==> src/rtl/mem_stage_lsu.sv <==
// Memory-access stage of the in-order RV64 pipeline.
// Non-memory ops pass through; loads/stores run a req/resp handshake.
`timescale 1ns/1ps
module mem_stage_lsu #(
    parameter int XLEN    = 64,
    parameter int INST_W  = 32,
    parameter int REGID_W = 5
) (
    input  logic               clk,
    input  logic               rst,
    input  logic               flush_in,
    input  logic [REGID_W-1:0] rd_in,
    input  logic               wb_en_in,
    input  logic               ld_en,
    input  logic               st_en,
    input  logic [1:0]         size,
    input  logic               uns,
    input  logic [XLEN-1:0]    alu_result,
    input  logic [XLEN-1:0]    st_data,
    input  logic [XLEN-1:0]    pc_in,
    input  logic [INST_W-1:0]  inst_in,
    output logic               stall_mem,
    output logic               req_valid,
    input  logic               req_ready,
    output logic [XLEN-1:0]    req_addr,
    output logic               req_wen,
    output logic [XLEN-1:0]    req_wdata,
    output logic [7:0]         req_wmask,
    input  logic               resp_valid,
    input  logic [XLEN-1:0]    resp_rdata,
    output logic               out_valid,
    output logic [REGID_W-1:0] out_rd,
    output logic               out_wb_en,
    output logic [XLEN-1:0]    out_data,
    output logic               misalign_err,
    output logic [XLEN-1:0]    pc_out,
    output logic [INST_W-1:0]  inst_out
);

    typedef enum logic [1:0] {
        IDLE,
        REQ,
        WAIT,
        DONE
    } state_t;

    state_t state;
    state_t state_nxt;

    logic [REGID_W-1:0] rd_q;
    logic               wb_q;
    logic [1:0]         size_q;
    logic               uns_q;
    logic               wen_q;
    logic [XLEN-1:0]    addr_q;
    logic [XLEN-1:0]    wdata_q;
    logic [7:0]         wmask_q;
    logic [XLEN-1:0]    pc_q;
    logic [INST_W-1:0]  inst_q;
    logic [XLEN-1:0]    rdata_q;

    logic               mem_op;
    logic               misaligned;
    logic               accept;
    logic [7:0]         mask_base;
    logic [7:0]         lane_mask;
    logic [XLEN-1:0]    lane_wdata;
    logic [XLEN-1:0]    shifted;
    logic [XLEN-1:0]    load_val;

    assign mem_op = ld_en | st_en;

    always_comb begin
        misaligned = 1'b0;
        unique case (size)
            2'd0: misaligned = 1'b0;
            2'd1: misaligned = alu_result[0];
            2'd2: misaligned = |alu_result[1:0];
            2'd3: misaligned = |alu_result[2:0];
            default: misaligned = 1'b0;
        endcase
    end

    always_comb begin
        mask_base = 8'h00;
        unique case (size)
            2'd0: mask_base = 8'h01;
            2'd1: mask_base = 8'h03;
            2'd2: mask_base = 8'h0F;
            2'd3: mask_base = 8'hFF;
            default: mask_base = 8'h00;
        endcase
    end

    assign lane_mask  = mask_base << alu_result[2:0];
    assign lane_wdata = st_data << {alu_result[2:0], 3'b000};

    assign accept = (state == IDLE) && !flush_in && mem_op && !misaligned;

    // Load path works from the latched doubleword, so DONE is glitch-free.
    assign shifted = rdata_q >> {addr_q[2:0], 3'b000};

    always_comb begin
        load_val = shifted;
        unique case (size_q)
            2'd0: load_val = {{(XLEN-8){shifted[7] & ~uns_q}},
                              shifted[7:0]};
            2'd1: load_val = {{(XLEN-16){shifted[15] & ~uns_q}},
                              shifted[15:0]};
            2'd2: load_val = {{(XLEN-32){shifted[31] & ~uns_q}},
                              shifted[31:0]};
            2'd3: load_val = shifted;
            default: load_val = shifted;
        endcase
    end

    always_ff @(posedge clk or negedge rst) begin
        if (!rst) begin
            state   <= IDLE;
            rd_q    <= '0;
            wb_q    <= 1'b0;
            size_q  <= 2'd0;
            uns_q   <= 1'b0;
            wen_q   <= 1'b0;
            addr_q  <= '0;
            wdata_q <= '0;
            wmask_q <= 8'h00;
            pc_q    <= '0;
            inst_q  <= '0;
            rdata_q <= '0;
        end else begin
            state <= state_nxt;
            if (accept) begin
                rd_q    <= rd_in;
                wb_q    <= wb_en_in;
                size_q  <= size;
                uns_q   <= uns;
                wen_q   <= st_en;
                addr_q  <= alu_result;
                wdata_q <= lane_wdata;
                wmask_q <= lane_mask;
                pc_q    <= pc_in;
                inst_q  <= inst_in;
            end
            if (state == WAIT && resp_valid) begin
                rdata_q <= resp_rdata;
            end
        end
    end

    assign req_addr  = {addr_q[XLEN-1:3], 3'b000};
    assign req_wen   = wen_q;
    assign req_wdata = wdata_q;
    assign req_wmask = wmask_q;

    always_comb begin
        state_nxt    = state;
        stall_mem    = 1'b0;
        req_valid    = 1'b0;
        out_valid    = 1'b0;
        out_rd       = '0;
        out_wb_en    = 1'b0;
        out_data     = '0;
        misalign_err = 1'b0;
        pc_out       = pc_q;
        inst_out     = inst_q;
        unique case (state)
            IDLE: begin
                pc_out   = pc_in;
                inst_out = inst_in;
                if (!flush_in) begin
                    if (!mem_op) begin
                        out_valid = 1'b1;
                        out_rd    = rd_in;
                        out_wb_en = wb_en_in;
                        out_data  = alu_result;
                    end else if (misaligned) begin
                        out_valid    = 1'b1;
                        out_rd       = rd_in;
                        misalign_err = 1'b1;
                    end else begin
                        stall_mem = 1'b1;
                        state_nxt = REQ;
                    end
                end
            end
            REQ: begin
                stall_mem = 1'b1;
                req_valid = 1'b1;
                if (req_ready) begin
                    state_nxt = WAIT;
                end
            end
            WAIT: begin
                stall_mem = 1'b1;
                if (resp_valid) begin
                    state_nxt = DONE;
                end
            end
            DONE: begin
                out_valid = 1'b1;
                out_rd    = rd_q;
                out_wb_en = wb_q & ~wen_q;
                out_data  = wen_q ? '0 : load_val;
                state_nxt = IDLE;
            end
            default: state_nxt = IDLE;
        endcase
        // Outputs go quiet the moment reset is asserted, not at the next edge.
        if (!rst) begin
            stall_mem    = 1'b0;
            req_valid    = 1'b0;
            out_valid    = 1'b0;
            out_rd       = '0;
            out_wb_en    = 1'b0;
            out_data     = '0;
            misalign_err = 1'b0;
            pc_out       = '0;
            inst_out     = '0;
        end
    end

endmodule

==> config.mk <==
export PLATFORM = sky130hd
export DESIGN_NAME = mem_stage_lsu
export DESIGN_NICKNAME = d
export VERILOG_FILES = /design/src/rtl/mem_stage_lsu.sv
export SDC_FILE = /design/constraint.sdc
export NUM_CORES = 1
export LEC_CHECK = 0
export BUFFER_PORTS_ARGS = -buffer_cell sky130_fd_sc_hd__buf_2
export CAP_MARGIN = 20
export CORE_AREA = 2 2 237 239
export DETAILED_ROUTE_END_ITERATION = 16
export DIE_AREA = 0 0 239 241
export PLACE_DENSITY_LB_ADDON = 0.05
export SETUP_SLACK_MARGIN = 0.1
export SYNTH_ARGS = -nofsm -noshare
export SYNTH_HDL_FRONTEND = slang
export SYNTH_SLANG_ARGS = --single-unit
==> constraint.sdc <==
create_clock -name clk -period 2.5 [get_ports clk]
set_clock_uncertainty 0.1 [all_clocks]
set_input_delay 0.5 -clock clk [delete_from_list [all_inputs] [get_ports clk]]
set_output_delay 0.5 -clock clk [all_outputs]
set_load 0.005 [all_outputs]
=== After elaboration in Yosys (flattened, before gate mapping) ===
Cells that the tools add are included.

* Flip-flop bits (word level): 308
* Input bits: 304
* Output and inout bits: 307
* Logic and storage cells: 92

* Eq/ne operators: 14
* Shift-type cells: 3
* Multiplexer cells: 43
* Bitwise operators: 7
* Reductions and logical operators: 13

{| class="wikitable"
|+ Operators by type and width
! operator !! count
|-
| $mux W64 || 6
|-
| $pmux W64 S4 || 1
|-
| $pmux W64 S2 || 1
|-
| $mux W32 || 2
|-
| $shl A64 B6 Y64 || 1
|-
| $shr A64 B6 Y64 || 1
|-
| $pmux W8 S4 || 1
|-
| $mux W5 || 4
|-
| $mux W1 || 17
|-
| $eq A2 B2 Y1 const B || 6
|-
| $mux W2 || 5
|-
| $ne A2 B2 Y1 const B || 5
|-
| $pmux W5 S2 || 1
|-
| $pmux W2 S4 || 1
|-
| $shl A8 B3 Y8 || 1
|-
| $eq A2 B1 Y1 const B || 3
|-
| $logic_not A2 Y1 || 3
|-
| $pmux W1 S2 || 3
|-
| $reduce_and A5 Y1 || 1
|-
| $and A1 B1 Y1 || 4
|-
| $logic_and A1 B1 Y1 || 4
|-
| $pmux W1 S4 || 1
|-
| $reduce_or A2 Y1 || 2
|-
| $reduce_or A3 Y1 || 1
|-
| other kinds (3) || 5
|}

=== Longest topological paths before layout ===
Gate-level depths: netlist of run 1.

* Depth after elaboration: 7
* Depth in mapped cells: 10
* Gate-level depth less buffers: 7

=== Worst setup path after synthesis of run 1 ===
No wires, ideal clock.

* Path type: register to output
* Start point: register state[0]
* End point: output out_data[32]
* Arrival time: 2.013 ns
* Data required time: 1.900 ns
* Path slack: -0.113 ns
* Stages on the path, launching flop included: 11
* Cells stage by stage: dfrtp_1 > inv_1 > ha_1 > buf_2 > nor4b_4 > and2_0 > buf_2 > buf_4 > clkbuf_1 > nand2_1 > o21ai_1

* Longest elaborated chain between the ends: 3
* Elaborated cells on any way between the ends: 4

{| class="wikitable"
|+ Ends and longest elaborated chain
! what !! RTL line !! source
|-
| start: declaration || 47 || <nowiki>state_t state;</nowiki>
|-
| start signal: assignment || 132 || <nowiki>state <= state_nxt;</nowiki>
|-
| $eq A2 B2 Y1 or $logic_not A2 Y1 (tied branches) || 167 || <nowiki>unique case (state)</nowiki>
|-
| $pmux W64 S2 * || 167 ||
|-
| $mux W64 * || 210 || <nowiki>if (!rst) begin</nowiki>
|-
| end: declaration || 34 || <nowiki>output logic [XLEN-1:0] out_data,</nowiki>
|}

Every way passes the cells marked *; elsewhere a longest branch is shown, timed or not.

=== Worst setup path in the final report of run 1 ===
* Start point: register addr_q[0]
* End point: output out_data[32]

* Longest elaborated chain between the ends: 6
* Elaborated cells on any way between the ends: 8

{| class="wikitable"
|+ Ends and longest elaborated chain
! what !! RTL line !! source
|-
| start: declaration || 55 || <nowiki>logic [XLEN-1:0] addr_q;</nowiki>
|-
| start signal: assignment || 139 || <nowiki>addr_q <= alu_result;</nowiki>
|-
| $shr A64 B6 Y64 * || 101 || <nowiki>assign shifted = rdata_q >> {addr_q[2:0], 3'b000};</nowiki>
|-
| $and A1 B1 Y1 (on tied branches) || 110, 106, 108 ||
|-
| $pmux W64 S4 * || 105 || <nowiki>unique case (size_q)</nowiki>
|-
| $mux W64 * || 204 || <nowiki>out_data = wen_q ? '0 : load_val;</nowiki>
|-
| $pmux W64 S2 * || 167 ||
|-
| $mux W64 * || 210 ||
|}

Every way passes the cells marked *; elsewhere a longest branch is shown, timed or not. The select of a mux whose other input is x is not followed.

==> metrics.cfg, run 1 <==
[outcome]
status=complete, but fails checks
violations=hold timing, setup timing

[logic_synthesis]
synthFlopType=dfrtp_1
synth_top_area_share_pct=42.2
ys_ff_latch=308
yosysTopAreaCell=dfrtp_1
async_reset_ff_share_pct=100
synth_area_leaders=dfrtp_1 42%, nand2_1 14%, mux2i_1 9.9%
synth-edff-count=0
syn_area_mm2=0.0183
synth_cell_types=59
ys_warn_count=0
syn-mean-instance-area_um2=8.80
ys_seq_area_share_pct=42.2
synth_cells=2073

[clock_tree]
cts_tree=done
insertion_delay_ns=0.56
ctsHtreeMaxLevel=2
clkSlewWorstSetupHoldPaths_ns=0.06
cts_buffers=39
cts.sinks=308
cts_buffer_depth=3
cts-root-buf=clkbuf_16

[placed_design]
place_area_mm2=0.0226
dpl.hpwl_um=57500
place_congestion=0.926
dp.cells=3336
preCtsSetupSlack_ns=-0.227
io_buffers=607

[power_and_ir_drop]
power_leakage_nw=13.3
p_per_area_mw_per_mm2=1260
irDropWorstVdd_v=0.000580

[timing]
finalWorstPathRequiredPeriod_ns=3.19
relSlewSlack_pct=35.1
finalSetupViolations=268
hold_viol=130
finalCritPeriodShare_pct=128
worstMarginPinSlew_ns=0.970
whs_ns=-0.111
drv_slew=0
rsz0062_at_grt=yes
fin_ws_ns=-0.692
max_freq_mhz=313
fin_setup_tns_ns=-94.41

[routing]
routed_via_density=5.16
first_pass_iters=6
drcViolationCount=0
detail-route-antenna-nets=0
drt_iter0_markers=1275
wl_per_cell_um=23.9
routed_wl_um=83700
route.vias.total=18101

[setup_path]
worstSetupPathType=flip-flop to primary output
max_stage_delay_ns=0.47
worstPathArrival_ns=2.59
start_kind=flip-flop
cp_slowest_cell=dfrtp_2
crit_path_cell_trace=buf_6, nor2b_4, a22o_1, o31ai_4, nand2_4, buf_12, buf_16, o21ai_1, buf_2
end_kind=primary output
cp_max_fo=7
reg2regPathDepth=15
required_ns=1.90

[finish]
final_area_mm2=0.0269
areaGrowthSynthToFinish_pct=47.4
fin_cells=3506
drive_above_1_share_pct=48.0
nNetsFinal=3075

[floorplanning]
fp.dieArea_mm2=0.0576
die_y_um=241
fp-row-count=86
pin_count=611
initial_core_util_pct=33.3
die_width_um=239
core_mm2=0.0549

[flow_run]
max-cap-violations=0

[global_route]
grt_pass1_wl_um=113000
grt_max_degree=141
grt_usage_pct=26.1
grt_pass1_vias=17592
antenna_found_initial=18
grt_overflow_total=0

[hold_path]
worstHoldPathType=input port to asynchronous set/reset pin

cells by family after synthesis:
logic type / Yosys count / share of synthesized area [%]
AND/OR/NAND/NOR: 919 / 21.2
multiplexers: 300 / 18.1
other: 1 / 0.0205
flip-flops: 308 / 42.2
adder cells (fa/ha/maj): 5 / 0.343
AO/OA/AOI/OAI: 312 / 11.3
buffers and inverters: 228 / 6.86
metrics by stage:
stage               hold slack, ns  utilization [%]  total power, mW
global route               -0.0787             49.0             35.6
detailed placement           0.356             41.2             23.9
floorplan                    0.104                -             17.2
CTS                        -0.0609             45.8             32.4
global placement             0.352             41.2             23.8
finish                      -0.111             49.0             33.8
layout make-up:
cell class                 count  area [µm²]
clock inverter                10        55.1
antenna                        8        20.0
inverter                       7        26.3
multi-input combinational   1540       10600
timing repair buffer         870        6430
sequential                   308        7710
fill                        5388       28000
tap                          704         881
clock buffer                  59        1220
power breakdown:
group	internal [mW]	total, mW	switching [mW]
sequential	7.33	9.44	2.11
combinational	9.53	18.6	9.10
clock	3.36	5.70	2.33
total	20.2	33.8	13.5
final timing paths:
kind,from,end,slack (ns)
min in group clk,uns,uns_q,0.04
hold reg to reg,req_wdata[4],req_wdata[4],0.36
max in group asynchronous,rst,addr_q[1],0.65
setup / recovery,addr_q[0],out_data[32],-0.69
hold / removal,rst,rdata_q[23],-0.11
setup reg to reg,state[1],req_wdata[53],-0.14
placed cells by master, fill, tap and decap left out, drive strengths merged, types with 17 or more instances in the layout:
cell    count
buf       848
nand2     677
dfrtp     308
mux2i     181
mux2      106
nor2b     103
o21ai      92
nor2       83
clkbuf     76
a21oi      75
o31ai      29
a22oi      26
o21a       20
a211oi     17
nor3       17
worst max-delay path: cells and delay by family (launching register included):
family | cells | cell delay (ns)
compound gates | 3 | 0.73
flops | 1 | 0.47
simple gates | 2 | 0.23
buf+inv | 4 | 0.59
registers in the layout (all words and copies together) (netlist names), 2 cells and up:
register / cells
rd_q: 5
req_wdata: 64
pc_q: 64
size_q: 2
inst_q: 32
rdata_q: 64
addr_q: 64
state: 2
req_wmask: 8
per-layer routing:
layer	vias to the layer above	share of wire (%)	track usage, %
met3	177	7.0	6.71
met2	651	51	46.5
met4	22	3.5	8.54
li1	8341	-	-
met1	8910	39	30.5
met5	-	0.18	0
timing repair:
action / in CTS / in global routing
pin swaps: 15 / 212
gates cloned: 16 / 28
hold endpoints to repair: 234 / 44
resized for setup: 159 / 326
setup buffers: 26 / 29
setup endpoints to repair: 169 / 315
cell usage after synthesis (2+ instances only):
library cell	count
clkinv_1	3
or2_2	4
a211oi_1	17
mux4_2	13
o211ai_1	15
dfrtp_1	308
nor3b_1	2
o21ai_1	23
nand2b_1	6
a22oi_2	4
o21a_1	20
nand3b_1	2
buf_4	73
o21ai_0	69
nor3_1	16
a2bb2oi_2	5
o31ai_1	28
clkbuf_1	71
ha_1	5
nor2_1	82
mux2_2	106
nand2_1	676
inv_1	3
nor2b_1	102
a21oi_1	75
a221o_1	4
o22a_1	6
a22o_1	3
buf_2	54
o22ai_1	2
mux2i_1	181
a211o_1	3
buf_6	7
o221ai_1	10
nand3_1	16
buf_1	15
a22oi_1	22
Note: power is estimated with default switching activity, not from simulation.
==> inputs of run 2 (changes only) <==
CORE_AREA = 5 5 233 235   (was 2 2 237 239)
DIE_AREA = 0 0 238 240   (was 0 0 239 241)
HOLD_SLACK_MARGIN = 0.12   (was default)
==> run 2 against run 1 <==
  * The run ends with setup timing left
  * Global-route usage increased by 0.95 points
  * Clock power rose by 9.6%
  * Sequential power is 3.3% lower
  * Largest cell class unchanged
  * Setup slack got worse by 0.011 ns
  * Non-clock buffer count is 217 higher
  * Critical path type unchanged
  * Wire length grew 0.27%
  * Largest power group unchanged
  * Hold slack improved by 0.26 ns
  * Final cell count is 5.7% higher
  * Count of clock-buffer cells in the layout is 1 lower
  * Die area shrank 0.83%
  * Critical path depth unchanged
==> metrics.cfg, run 2 (synthesis gave the netlist of run 1 again) <==
[routing]
drcViolationCount=0  ; unchanged
first_pass_iters=5  ; -1
wl_per_cell_um=22.7  ; -5.2%
detail-route-antenna-nets=0  ; unchanged
route.vias.total=18802  ; +3.9%
drt_iter0_markers=1090  ; -15%
routed_via_density=5.07  ; -1.8%
routed_wl_um=84000  ; +0.27%

[timing]
rsz0062_at_grt=yes
hold_viol=0  ; -100%
finalCritPeriodShare_pct=128  ; +0.45 points
max_freq_mhz=312  ; -0.35%
drv_slew=0  ; unchanged
finalWorstPathRequiredPeriod_ns=3.20  ; +0.0114 ns
finalSetupViolations=169  ; -37%
fin_ws_ns=-0.703  ; -0.0114 ns
worstMarginPinSlew_ns=1.01  ; +0.0393 ns
relSlewSlack_pct=32.2  ; -2.9 points

[clock_tree]
clkSlewWorstSetupHoldPaths_ns=0.06  ; about the same
cts_tree=done
cts_buffer_depth=3  ; unchanged
ctsHtreeMaxLevel=2  ; unchanged
cts.sinks=308  ; unchanged
insertion_delay_ns=0.57  ; about the same
cts_buffers=40  ; +2.6%
cts-root-buf=clkbuf_16

[hold_path]
holdPathStages=2
min-delay-start=resp_rdata[39]
worstHoldPathType=input port to flip-flop
min_to=rdata_q[39]

[finish]
layout_commonest_cell=nand2_1
fin_util_pct=53.7  ; +4.7 points
drive_above_1_share_pct=38.6  ; -9.4 points
nNetsFinal=3292  ; +7.1%
final_cell_mix=666 x nand2_1, 598 x buf_2, 306 x dfrtp_1
areaGrowthSynthToFinish_pct=53.1
final_area_mm2=0.0279  ; +3.9%
fin_cells=3707  ; +5.7%

[global_route]
met2_usage_pct=47.9  ; +1.3 points
antenna_found_initial=9  ; -9
grt_pass1_vias=19185  ; +9.1%
grt-busiest-layer=met2
use_met3_pct=6.23  ; -0.49 points
grt_overflow_total=0  ; unchanged
grt_usage_pct=27.0  ; +0.95 points
grt_use_met1_pct=32.5  ; +2.0 points
grt_max_degree=111  ; -21%
grt_pass1_wl_um=119000  ; +5.7%

[floorplanning]
die_y_um=240  ; -0.41%
initial_core_util_pct=35.1  ; +1.8 points
pin_count=611  ; unchanged
core_mm2=0.0520  ; -5.2%
die_width_um=238  ; -0.42%
fp.dieArea_mm2=0.0571  ; -0.83%
fp-row-count=84  ; -2.3%

[setup_path]
worstSetupPathType=flip-flop to primary output
worstPathArrival_ns=2.60  ; about the same
end_kind=primary output
regToRegStartpoint=state[1]
ff2ff_setup_slack_ns=0.21  ; +0.35 ns
required_ns=1.90  ; about the same
reg2reg_to=addr_q[28]
reg2regPathDepth=11  ; -4
cp_max_fo=20  ; +13
start_kind=flip-flop

[power_and_ir_drop]
irDropWorstVdd_v=0.000473  ; -18%
power_mw=33.3  ; -1.4%
seqPwrFrac_pct=27.4  ; -0.5 points
pwr-share-clk_pct=18.8  ; +1.9 points
combinationalPowerShare_pct=53.8  ; -1.4 points
power.switching_mw=13.1  ; -3.5%
p_int_mw=20.2  ; about the same
switching_share_pct=39.3  ; -0.85 points
p_per_area_mw_per_mm2=1190  ; -5.1%
power_leakage_nw=13.9  ; +4.5%

[placed_design]
place_congestion=0.990  ; +6.9%
preCtsSetupSlack_ns=-0.302  ; -0.0752 ns
io_buffers=607  ; unchanged
dpl.hpwl_um=60000  ; +4.3%
place_area_mm2=0.0229  ; +1.5%
dp.cells=3355  ; +0.57%

[outcome]
violations=setup timing
status=complete, but fails checks

[flow_run]
max-cap-violations=0  ; unchanged

## run 2: cell types whose count changed in the layout (fill, tap and decap cells not counted), moves of 7 or more
| cell | previous run | this run |
|---|---|---|
| buf_12 | 53 | 39 |
| buf_16 | 11 | 4 |
| buf_4 | 142 | 176 |
| dlygate4sd3_1 | 4 | 223 |
| nand2_1 | 531 | 666 |
| nand2_2 | 98 | 7 |
| nand2_4 | 48 | 4 |
| nor3_1 | 6 | 14 |
| nor3_2 | 10 | 3 |
| o21ai_1 | 17 | 39 |
| o21ai_2 | 34 | 14 |
## run 2: layout make-up
cell class              instances  area, µm²
clock inverters                15        213
diodes                          5       12.5
flip-flops and latches        308       7710
repair buffers               1087       8160
multi-input cells            1539       9760
inverters                       7       33.8
clock buffers                  58       1200
fillers                      4789      24100
well taps                     688        861
## run 2: power by group through the flow
stage	clock network (mW)	logic (mW)	registers [mW]
floorplan	0	8.68	8.53
global placement	0	15.2	9.05
detailed placement	0	15.3	9.09
CTS	6.39	16.2	9.07
global route	6.58	19.2	9.39
finish	6.25	17.9	9.13
## run 2: worst max-delay path by stage
stage	cells past startpoint	from	end
floorplan	9	state[0]	out_data[47]
detailed placement	9	addr_q[0]	out_data[8]
CTS	9	addr_q[1]	out_data[54]
finish	9	addr_q[1]	out_data[8]
global route	10	state[1]	out_data[36]
global placement	9	addr_q[0]	out_data[8]
## run 2: through the flow
stage / hold WS [ns] / setup TNS [ns]
CTS: 0.121 / -97.08
global route: 0.121 / -82.73
global placement: 0.354 / -8.59
detailed placement: 0.355 / -11.15
finish: 0.146 / -66.28
floorplan: 0.104 / 0
## run 2: repair_timing
item                                    4_1_cts  5_1_grt
hold buffers                                225        0
pin swaps                                     8       30
endpoints found under the setup margin      346      481
hold endpoints to repair                    265        0
gates resized for setup                      76      117
gates cloned                                  2       16
buffers inserted                              5       27
## run 2: per-layer routing
layer  wire, µm  vias up
li1           -     8734
met1      33300     9232
met2      42000      677
met3       5570      149
met4       3100       10
met5         67        -
## run 2: critical path, stage by stage (launching register included)
cell,delay (ns)
dfrtp_2,0.41
buf_12,0.16
mux2i_1,0.14
a22o_1,0.29
o31ai_4,0.26
buf_4,0.19
o21ai_0,0.09
a21oi_2,0.24
buf_4,0.16
buf_2,0.10
==> inputs of run 3 (changes only) <==
CELL_PAD_IN_SITES_DETAIL_PLACEMENT = 0   (was default)
CELL_PAD_IN_SITES_GLOBAL_PLACEMENT = 1   (was default)
CORE_AREA = default   (was 5 5 233 235)
CORE_MARGIN = 5   (was default)
CORE_UTILIZATION = 34   (was default)
DIE_AREA = default   (was 0 0 238 240)
==> run 3 against run 2 <==
  * The flow finishes with violations (hold timing, setup timing)
  * First-iteration DRC count fell by 7.6%
  * Combinational power rose by 5%
  * Power rose by 0.68%
  * Setup slack got worse by 0.037 ns
  * Global-route usage rose by 0.95 points
  * Clock power fell by 9.9%
==> metrics.cfg, run 3 (synthesis gave the netlist of run 1 again) <==
[placed_design]
place_congestion=0.954  ; -3.6%
io_buffers=607  ; unchanged
dp.cells=3326  ; -0.86%
dpl.hpwl_um=61900  ; +3.1%
place_area_mm2=0.0225  ; -1.7%

[finish]
nNetsFinal=3271  ; -0.64%
final_area_mm2=0.0276  ; -1.3%
drive_above_1_share_pct=37.9  ; -0.65 points
multi_input_area_mm2=0.00981  ; +0.46%
fin_cells=3686  ; -0.57%
layout_commonest_cell=nand2_1
final_cell_mix=673 x nand2_1, 600 x buf_2, 305 x dfrtp_1
regArea_mm2=0.00771  ; about the same
areaGrowthSynthToFinish_pct=51.2
n_fill_cell=5183  ; +8.2%

[hold_path]
worstHoldPathType=input port to asynchronous set/reset pin

[global_route]
antenna_found_initial=10  ; +1
grt_pass1_wl_um=127000  ; +6.6%
grt_overflow_total=0  ; unchanged
grt_pass1_vias=19574  ; +2.0%
grt_max_degree=139  ; +25%
grt_usage_pct=28.0  ; +0.95 points

[timing]
finalCritPeriodShare_pct=130  ; +1.5 points
drv_slew=0  ; unchanged
hold_viol=49  ; +49
worstMarginPinSlew_ns=0.869  ; -0.140 ns
max_freq_mhz=309  ; -1.1%
relSlewSlack_pct=42.1  ; +9.8 points
whs_ns=-0.107  ; -0.253 ns
finalWorstPathRequiredPeriod_ns=3.24  ; +0.0368 ns
rsz0062_at_grt=yes
finalSetupViolations=169  ; unchanged
fin_ws_ns=-0.740  ; -0.0368 ns

[flow_run]
max-cap-violations=0  ; unchanged

[clock_tree]
ctsHtreeMaxLevel=2  ; unchanged
insertion_delay_ns=0.56  ; about the same
clkSlewWorstSetupHoldPaths_ns=0.06  ; about the same
cts_buffers=40  ; unchanged
cts_buffer_depth=3  ; unchanged
cts.sinks=308  ; unchanged
cts_tree=done
cts-root-buf=clkbuf_16

[routing]
first_pass_iters=5  ; unchanged
drt_iter0_markers=1007  ; -7.6%
routed_via_density=5.06  ; -0.20%
wl_per_cell_um=23.4  ; +3.4%
route.vias.total=18658  ; -0.77%
detail-route-antenna-nets=0  ; unchanged
drcViolationCount=0  ; unchanged
routed_wl_um=86300  ; +2.8%

[outcome]
violations=hold timing, setup timing
status=complete, but fails checks

[floorplanning]
core_mm2=0.0535  ; +2.8%
fp-row-count=85  ; +1.2%
pin_count=611  ; unchanged
initial_core_util_pct=34.1  ; -0.96 points
die_y_um=242  ; +0.70%
die_width_um=242  ; +1.5%
fp.dieArea_mm2=0.0584  ; +2.3%

[setup_path]
crit_path_cell_trace=buf_12, mux2i_4, a22o_1, o31ai_4, buf_6, o21ai_2, a21oi_2, buf_2
cp_slowest_cell=dfrtp_2
end_kind=primary output
required_ns=1.90  ; about the same
cp_max_fo=8  ; -60%
worstPathArrival_ns=2.64  ; +0.04 ns
worstSetupPathType=flip-flop to primary output
start_kind=flip-flop
max_stage_delay_ns=0.47  ; +0.06 ns

[power_and_ir_drop]
irDropWorstVdd_v=0.000609  ; +29%
p_per_area_mw_per_mm2=1220  ; +2.0%
power_leakage_nw=13.7  ; -1.3%

[run 3: changes by cell type in the layout (fill, tap and decap cells not counted), moves of 7 or more]
cell / before / now
buf_4: 176 / 157
o21ai_1: 39 / 29
o21ai_2: 14 / 24
clkbuf_1: 6 / 13
nand2_1: 666 / 673
[run 3: timing repair]
action | 4_1_cts | 5_1_grt
endpoints found under the setup margin | 169 | 374
pin swaps | 12 | 15
gates cloned | 18 | 6
hold buffers | 222 | 1
buffers inserted | 42 | 13
gates resized for setup | 129 | 72
endpoints found under the hold margin | 341 | 84
[run 3: stage by stage]
step / hold WS (ns) / util [%] / setup slack, ns / total power [mW] / TNS, ns
2_1_floorplan: 0.104 / - / 0.0582 / 17.2 / 0
3_3_place_gp: 0.354 / 42.1 / -0.327 / 24.3 / -12.18
6_report: -0.107 / 51.6 / -0.740 / 33.5 / -59.08
3_5_place_dp: 0.355 / 42.1 / -0.367 / 24.4 / -14.88
4_1_cts: -0.0422 / 51.1 / -0.733 / 33.2 / -83.47
5_1_grt: -0.0286 / 51.6 / -0.814 / 35.4 / -75.60
[run 3: layer usage]
layer  up-vias  wire length (µm)  global-route usage (%)
li1       8703                 -                       -
met1      9200             33900                    33.2
met2       578             43400                    49.7
met3       159              5800                    7.29
met4        18              3070                    9.18
met5         -               122                       0
[run 3: final timing paths]
path	from	to	slack (ns)	depth (start not counted)
max in group asynchronous	rst	pc_q[27]	1.38	4
setup reg to reg	state[0]	req_wdata[45]	0.21	11
setup / recovery	addr_q[1]	out_data[8]	-0.74	8
min in group clk	resp_rdata[7]	rdata_q[7]	0.14	2
hold / removal	rst	rd_q[1]	-0.11	2
hold reg to reg	addr_q[55]	addr_q[55]	0.37	2
[run 3: report_power, final]
group          internal, mW  leakage, nW  switching (mW)
Sequential             7.33         3.81            1.72
Combinational          9.53         9.32            9.31
Clock                  3.31        0.613            2.32
[run 3: cell type report]
| type | count | area share [%] |
|---|---|---|
| well taps | 696 | 3.16 |
| clock inverters | 6 | 0.172 |
| clock buffers | 63 | 4.39 |
| flip-flops and latches | 308 | 28.0 |
| inverters | 7 | 0.0952 |
| multi-input cells | 1543 | 35.5 |
| repair buffers | 1062 | 28.7 |
| diodes | 1 | 0.00907 |
[run 3: critical path, delay by kind of cell, from the launching register on]
kind | cells | cell delay [ns]
AOI/OAI and AO/OA | 4 | 0.88
buffers and inverters | 3 | 0.55
DFF | 1 | 0.47
muxes | 1 | 0.18
